File: src/rtl/toggle_pkg.sv
// toggle_pkg: state encoding and default parameters shared by the toggle event receiver.
package toggle_pkg;
    typedef enum logic {EMPTY = 1'b0, FULL = 1'b1} state_t;
    localparam int DEF_CNT_W       = 8;
    localparam int DEF_SYNC_STAGES = 2;
endpackage

File: src/rtl/sync_chain.sv
// sync_chain: multi-flop synchronizer for a single asynchronous level, async active-high reset.
module sync_chain #(
    parameter int STAGES = 2
) (
    input  logic clk,
    input  logic rst,
    input  logic i_d,
    output logic o_q
);
    logic [STAGES-1:0] r_sync;
    always_ff @(posedge clk or posedge rst)
        if (rst) r_sync <= '0;
        else     r_sync <= {r_sync[STAGES-2:0], i_d};
    assign o_q = r_sync[STAGES-1];
endmodule

File: src/rtl/toggle_event_rx.sv
// toggle_event_rx: counts level changes on an async toggle line and offers batched counts over valid/ready.
module toggle_event_rx
    import toggle_pkg::*;
#(
    parameter int CNT_W       = DEF_CNT_W,
    parameter int SYNC_STAGES = DEF_SYNC_STAGES
) (
    input  logic             clk,
    input  logic             rst,
    input  logic             t_in,
    output logic             ev_pulse,
    output logic             cnt_valid,
    input  logic             cnt_ready,
    output logic [CNT_W-1:0] cnt_data,
    output logic             cnt_ovf
);
    localparam logic [CNT_W-1:0] ACC_MAX = '1;
    logic w_sync, w_armed, w_ev, w_sat, w_load;
    logic r_prev, r_ev, r_acc_ovf, r_hold_ovf;
    logic [SYNC_STAGES:0] r_arm;
    logic [CNT_W-1:0] r_acc, r_hold;
    state_t r_state;
    sync_chain #(.STAGES(SYNC_STAGES)) u_sync (
        .clk (clk),
        .rst (rst),
        .i_d (t_in),
        .o_q (w_sync)
    );
    // Arm only once the reset-release level has reached t_prev, so it never reads as an event.
    assign w_armed = r_arm[SYNC_STAGES];
    assign w_ev    = w_armed & (w_sync ^ r_prev);
    assign w_sat   = r_acc == ACC_MAX;
    assign w_load  = (r_state == EMPTY || cnt_ready) && r_acc != '0;
    always_ff @(posedge clk or posedge rst) begin
        if (rst) begin
            r_prev     <= 1'b0;
            r_arm      <= '0;
            r_ev       <= 1'b0;
            r_acc      <= '0;
            r_acc_ovf  <= 1'b0;
            r_hold     <= '0;
            r_hold_ovf <= 1'b0;
            r_state    <= EMPTY;
        end else begin
            r_prev <= w_sync;
            r_arm  <= {r_arm[SYNC_STAGES-1:0], 1'b1};
            r_ev   <= w_ev;
            if (w_load) begin
                r_state    <= FULL;
                r_hold     <= r_acc;
                r_hold_ovf <= r_acc_ovf;
                r_acc      <= CNT_W'(w_ev);
                r_acc_ovf  <= 1'b0;
            end else begin
                if (r_state == FULL && cnt_ready) begin
                    r_state    <= EMPTY;
                    r_hold     <= '0;
                    r_hold_ovf <= 1'b0;
                end
                if (w_ev) begin
                    r_acc     <= w_sat ? r_acc : r_acc + 1'b1;
                    r_acc_ovf <= r_acc_ovf | w_sat;
                end
            end
        end
    end
    assign ev_pulse  = r_ev;
    assign cnt_valid = r_state == FULL;
    assign cnt_data  = r_hold;
    assign cnt_ovf   = r_hold_ovf;
endmodule

File: config.mk
export PLATFORM = sky130hd
export DESIGN_NAME = toggle_event_rx
export DESIGN_NICKNAME = d
export VERILOG_FILES = /design/src/rtl/toggle_pkg.sv /design/src/rtl/sync_chain.sv /design/src/rtl/toggle_event_rx.sv
export SDC_FILE = /design/constraint.sdc
export NUM_CORES = 1
export LEC_CHECK = 0
export ABC_AREA = 1
export ABC_CLOCK_PERIOD_IN_PS = 1750
export BUFFER_PORTS_ARGS = -buffer_cell sky130_fd_sc_hd__buf_4
export CAP_MARGIN = 20
export CORE_MARGIN = 2
export CORE_UTILIZATION = 52
export DETAILED_ROUTE_END_ITERATION = 12
export PLACE_DENSITY = 0.75
export SLEW_MARGIN = 20
export SYNTH_ARGS = -nofsm -noshare
export SYNTH_HDL_FRONTEND = slang
export SYNTH_HIERARCHICAL = 1
export SYNTH_SLANG_ARGS = --single-unit
File: constraint.sdc
create_clock -name clk -period 1.75 [get_ports clk]
set_input_delay 0.175 -clock clk [delete_from_list [all_inputs] [get_ports clk]]
set_output_delay 0.175 -clock clk [all_outputs]
set_load 0.03 [all_outputs]
Word level (Yosys, flattened, before mapping)
Index checks and enable logic that the tools add are counted.

Word-level logic and storage cells: 33. Input bits: 4. Bits in registers: 26. Bits in latches: 0. Memories kept: 0. ROM bits: 0. Output and inout port bits: 11. RAM bits: 0.

Equal/unequal tests: 2. Shift-type cells: 0. $mul: 0. Bitwise gates (word level): 4. Magnitude comparators: 0. Add/sub/neg operators: 1. Reductions and logical operators: 7. Div/mod/pow operators: 0. Mux-type cells: 10.

Operator list (count): $mux 8 (5); $add 8x1->8 const B (1); $eq 8x8->1 const B (1); $reduce_bool 8->1 (1); $mux 1 (5); $reduce_bool 2->1 (2); $logic_and 1x1->1 (2); $ne 2x1->1 const B (1); $reduce_and 2->1 (1); $and 1x1->1 (1); $logic_or 1x1->1 (1); $not 1->1 (1); $or 1x1->1 (1); $xor 1x1->1 (1).

Longest topological paths before layout
Depth after elaboration: 5. Depth in mapped cells: 9. Gate-level depth less buffers: 9.

Hierarchy
Netlist, hierarchy kept.

By module, submodules not included: toggle_event_rx (seq. area each 600.6 µm², instances 1, area an instance 1198.6 µm², cells each 137); sync_chain (seq. area each 50.0 µm², instances 1, area an instance 53.8 µm², cells each 3).

Least setup slack after synthesis
No wires, ideal clock.

Path type: reg-to-reg. Start: reg r_acc[0]. End: reg r_hold[4] (netlist: cnt_data[4]). Setup time: 0.074 ns. Stages on the path, launching flop included: 10. Required time: 1.676 ns. Buffers on the path: 1. Clock period less this slack: 1.307 ns. Data arrival time: 1.234 ns. Slack: 0.443 ns. Cell sequence: dfrtp_1 inv_1 ha_1 nand2_2 nor2_2 nand2_2 nand2_4 buf_8 nand3_1 o21ai_2.

Word-level cells in the longest chain between the ends: 3. Elaborated cells between the ends (all ways): 4. Those cells by class: mux: 1; reduce/logical: 3.

Ends and longest elaborated chain: start: declaration (RTL line toggle_event_rx.sv:21) `logic [CNT_W-1:0] r_acc, r_hold;`; start signal: assignment (RTL line toggle_event_rx.sv:52) `r_acc <= CNT_W'(w_ev);`; start signal: assignment (RTL line toggle_event_rx.sv:61) `r_acc <= w_sat ? r_acc : r_acc + 1'b1;`; $reduce_bool 8->1 * (RTL line toggle_event_rx.sv:33) `assign w_load = (r_state == EMPTY || cnt_ready) && r_acc != '0;`; $logic_and 1x1->1 * (RTL line toggle_event_rx.sv:33); $mux 8 / $reduce_bool 2->1 (equally long branches); end signal: assignment (RTL line toggle_event_rx.sv:50) `r_hold <= r_acc;`; end: declaration (RTL line toggle_event_rx.sv:21).

Mark *: on every way between the ends. The rest lies on a longest branch, timed or not. A chain may end at the register's enable or synchronous reset.

Worst setup path in the final report
Start: reg r_acc[0]. End: reg r_hold_ovf (netlist: cnt_ovf).

Word-level cells in the longest chain between the ends: 3. Elaborated cells between the ends (all ways): 4. Those cells by class: mux: 1; reduce/logical: 3.

Ends and longest elaborated chain: $reduce_bool 8->1 * (RTL line toggle_event_rx.sv:33); $logic_and 1x1->1 * (RTL line toggle_event_rx.sv:33); $mux 1 / $reduce_bool 2->1 (equally long branches); end signal: assignment (RTL line toggle_event_rx.sv:51) `r_hold_ovf <= r_acc_ovf;`; end: declaration (RTL line toggle_event_rx.sv:19) `logic r_prev, r_ev, r_acc_ovf, r_hold_ovf;`.

Marks and branches as above.

==> summary.txt <==
Place
  – IO Port Bufs: 14
  – Post-place instance area: 0.001339 mm2
  – Detailed Place HPWL: 1.627 mm
  – Gpl congestion: 0.8486

Setup path
  – End of the critical path: cnt_ovf
  – WP data arrival: 1760 ps
  – R2R depth: 9
  – Slowest cell on crit path: dfrtp_1
  – CP Capture Type: register
  – Worst reg2reg setup slack: 210 ps
  – CP Max Fanout: 34
  – Worst R2R End: cnt_ovf
  – Reg2reg start: r_acc[0]
  – CP Class: reg2reg
  – Launch point of the worst path: r_acc[0]
  – Crit path largest cell delay: 430 ps
  – Cell chain of the critical path: inv_1 -> ha_1 -> nand2_2 -> nor2_2 -> nand2_2 -> nand2_4 -> inv_1 -> nand2_1 -> nand2_1
  – Critical path launch point type: register
  – Critical path required time: 1970 ps

Finish
  – Share of cells above drive strength 1: 22.29%
  – # fillers: 204
  – Area delta synth->final: 11.39%
  – Nets: 164
  – Reg area: 650.6 um2
  – Final instance area: 0.001395 mm2
  – Antenna diode count: 0
  – Footprint of the multi-input gates: 480.5 um2

Global route
  – Largest net degree at the start of global routing: 35
  – Total grt overflow: 0
  – Total track usage: 18.63%
  – Initial antenna violation count: 0
  – First-pass GRT wire length: 3.712 mm
  – Number of global-route vias before repair: 915

Route
  – DR WL/cell: 11.66 um
  – DR DRC count: 0
  – DRT antenna net count: 0
  – Via count: 931
  – Drt pass-1 iters: 4
  – Initial DRC Count: 14
  – Vias per cell: 5.032
  – Final wirelength: 2.157 mm

Logic synthesis
  – Syn_area_per_cell: 8.946 um2
  – Cell accounting for the most synthesized area: dfrtp_1
  – Ranking of synthesized cells by area: dfrtp_1 (52%), nand3_1 (11%), nand2_1 (9.6%)
  – Post-Syn Instances: 140
  – Yosys reg bits: 26
  – Count of unique library cells instantiated by Yosys: 22
  – Post-Syn Area: 0.001252 mm2
  – Top-area cell type share of the netlist area: 51.95%
  – Syn Nets: 146
  – Synth warn: 6
  – Seq/Total Area, Yosys: 51.95%

Flow run
  – MaxCap Viol Count: 0

STA
  – Tcrit/Tclk final: 88.02%
  – Final setup fails: 0
  – Crit path time final: 1540 ps
  – Final hold violation count: 0
  – Max-slew violations: 0
  – Final Skew: 1.759 ps
  – Post-route setup TNS: 0 ps
  – Unrepaired setup endpoints after global routing: no
  – Max Freq: 649.2 MHz

Pwr
  – Leakage: 0.0007255 uW
  – Power density over the cells: 1103 mW/mm2
  – VDD IR-drop max: 0.8259 mV

Clock tree
  – H-tree Lvls: 1
  – Root Driver: clkbuf_4
  – Clock tree sinks: 26
  – Num CTS Buffers: 3
  – Clk pin slew, worst setup/hold paths: 130 ps
  – Clock latency on the worst-skew pair: 310 ps
  – Clock buffer depth: 2
  – CTS tree: yes
  – Setup Buffers After CTS: 0

Hold path
  – Min-Delay Path Class: in2reg
  – WHS Path Cells: 4

Floorplanning
  – DIE AREA: 0.002817 mm2
  – Core area: 0.002255 mm2
  – Die width: 53.08 um
  – Initial Util: 55.55%
  – Standard-cell rows: 17
  – Io pins: 15
  – Die height: 53.08 um

Run status
  – Status: complete, no violations
==> how the worst min path moves through the flow <==
stage                     slack, ps                to       from
after detailed placement         50  u_sync/r_sync[0]        rst
final                           220         cnt_valid  cnt_ready
after global routing            220         cnt_valid  cnt_ready
after global placement           40  u_sync/r_sync[0]        rst
after CTS                       210         cnt_valid  cnt_ready
after floorplan                 -80  u_sync/r_sync[0]        rst
==> synthesized netlist by cell type <==
cell type and count:
a31oi_1 1, buf_12 1, buf_6 1, buf_8 2
conb_1 1, dfrtp_1 26, ha_1 2, inv_1 14
inv_2 2, nand2_1 32, nand2_2 3, nand2_4 2
nand3_1 27, nand3b_1 1, nand4_1 1, nor2_1 10
nor2_2 3, nor3_1 1, nor3_2 1, o21ai_0 1
o21ai_1 3, o21ai_2 5
==> per-stage QoR <==
| stage | worst slack, ps | hold slack (ps) | cells | util, % | power [uW] |
|---|---|---|---|---|---|
| after floorplan | 442.5 | -83.82 | 140 | - | 1284 |
| after global placement | 278.8 | 41.24 | 179 | 59.38 | 1238 |
| after detailed placement | 215.5 | 51.25 | 179 | 59.38 | 1257 |
| after CTS | 194.4 | 207.5 | 185 | 61.88 | 1557 |
| after global routing | 50.18 | 225.0 | 185 | 61.88 | 1656 |
| final | 209.7 | 216.7 | 185 | 61.88 | 1539 |
==> sequential cells by signal, summed over array words and instances, names as in the netlist <==
name / count
cnt_data: 8
r_prev: 1
cnt_ovf: 1
r_arm: 3
ev_pulse: 1
cnt_valid: 1
r_acc: 8
u_sync/r_sync: 2
r_acc_ovf: 1
==> cell usage in the layout, fill, tap and decap left out <==
| cell | instances |
|---|---|
| conb_1 | 1 |
| nand4_1 | 1 |
| nand3b_1 | 1 |
| nor2_2 | 3 |
| ha_1 | 2 |
| dfrtp_1 | 26 |
| nand2_4 | 2 |
| clkbuf_8 | 1 |
| clkbuf_4 | 3 |
| nand3_1 | 27 |
| nand2_2 | 3 |
| nand2_1 | 32 |
| a31oi_1 | 1 |
| nor2_1 | 10 |
| o21ai_2 | 5 |
| inv_1 | 14 |
| nor3_1 | 1 |
| buf_4 | 15 |
| o21ai_1 | 3 |
| o21ai_0 | 1 |
| dlygate4sd3_1 | 2 |
| nor3_2 | 1 |
| inv_2 | 2 |
==> final cells by class <==
type | instances | share of cell area, %
timing repair buffer | 17 | 9.507
clock buffer | 4 | 2.601
sequential | 26 | 46.64
multi-input combinational | 94 | 34.44
inverter | 16 | 4.305
tap | 28 | 2.511
==> metal layers <==
metal  up-vias  track usage [%]  share of wire (%)
met5         -                0                  0
met4         0            12.39                4.0
li1        484                -                  -
met2        16            30.83                 48
met3         8            3.390                2.7
met1       423            21.86                 45
==> power breakdown <==
| group | internal (uW) | total, uW | switching, uW |
|---|---|---|---|
| clock network | 127 | 294 | 167 |
| registers | 666 | 716 | 50.0 |
| logic | 152 | 530 | 378 |
| total | 944 | 1540 | 594 |
==> worst max-delay path: cells and delay by family (launching register included) <==
kind / cells / cell delay [ps]
simple gates: 6 / 640
flops: 1 / 430
buf+inv: 2 / 210
fa+ha+maj: 1 / 170
==> kinds of logic after synthesis <==
| family | count (synthesis) | share of synthesized area (%) |
|---|---|---|
| buffers and inverters | 20 | 9.691 |
| other | 1 | 0.2994 |
| adder cells (fa/ha/maj) | 2 | 1.998 |
| flip-flops | 26 | 51.95 |
| AND/OR/NAND/NOR | 81 | 30.47 |
| AO/OA/AOI/OAI | 10 | 5.594 |
==> repair_timing <==
action                    CTS  global route
hold buffers                2             0
hold endpoints to repair   27             0
resized for setup           0             0
Note: power is estimated with default switching activity, not from simulation.
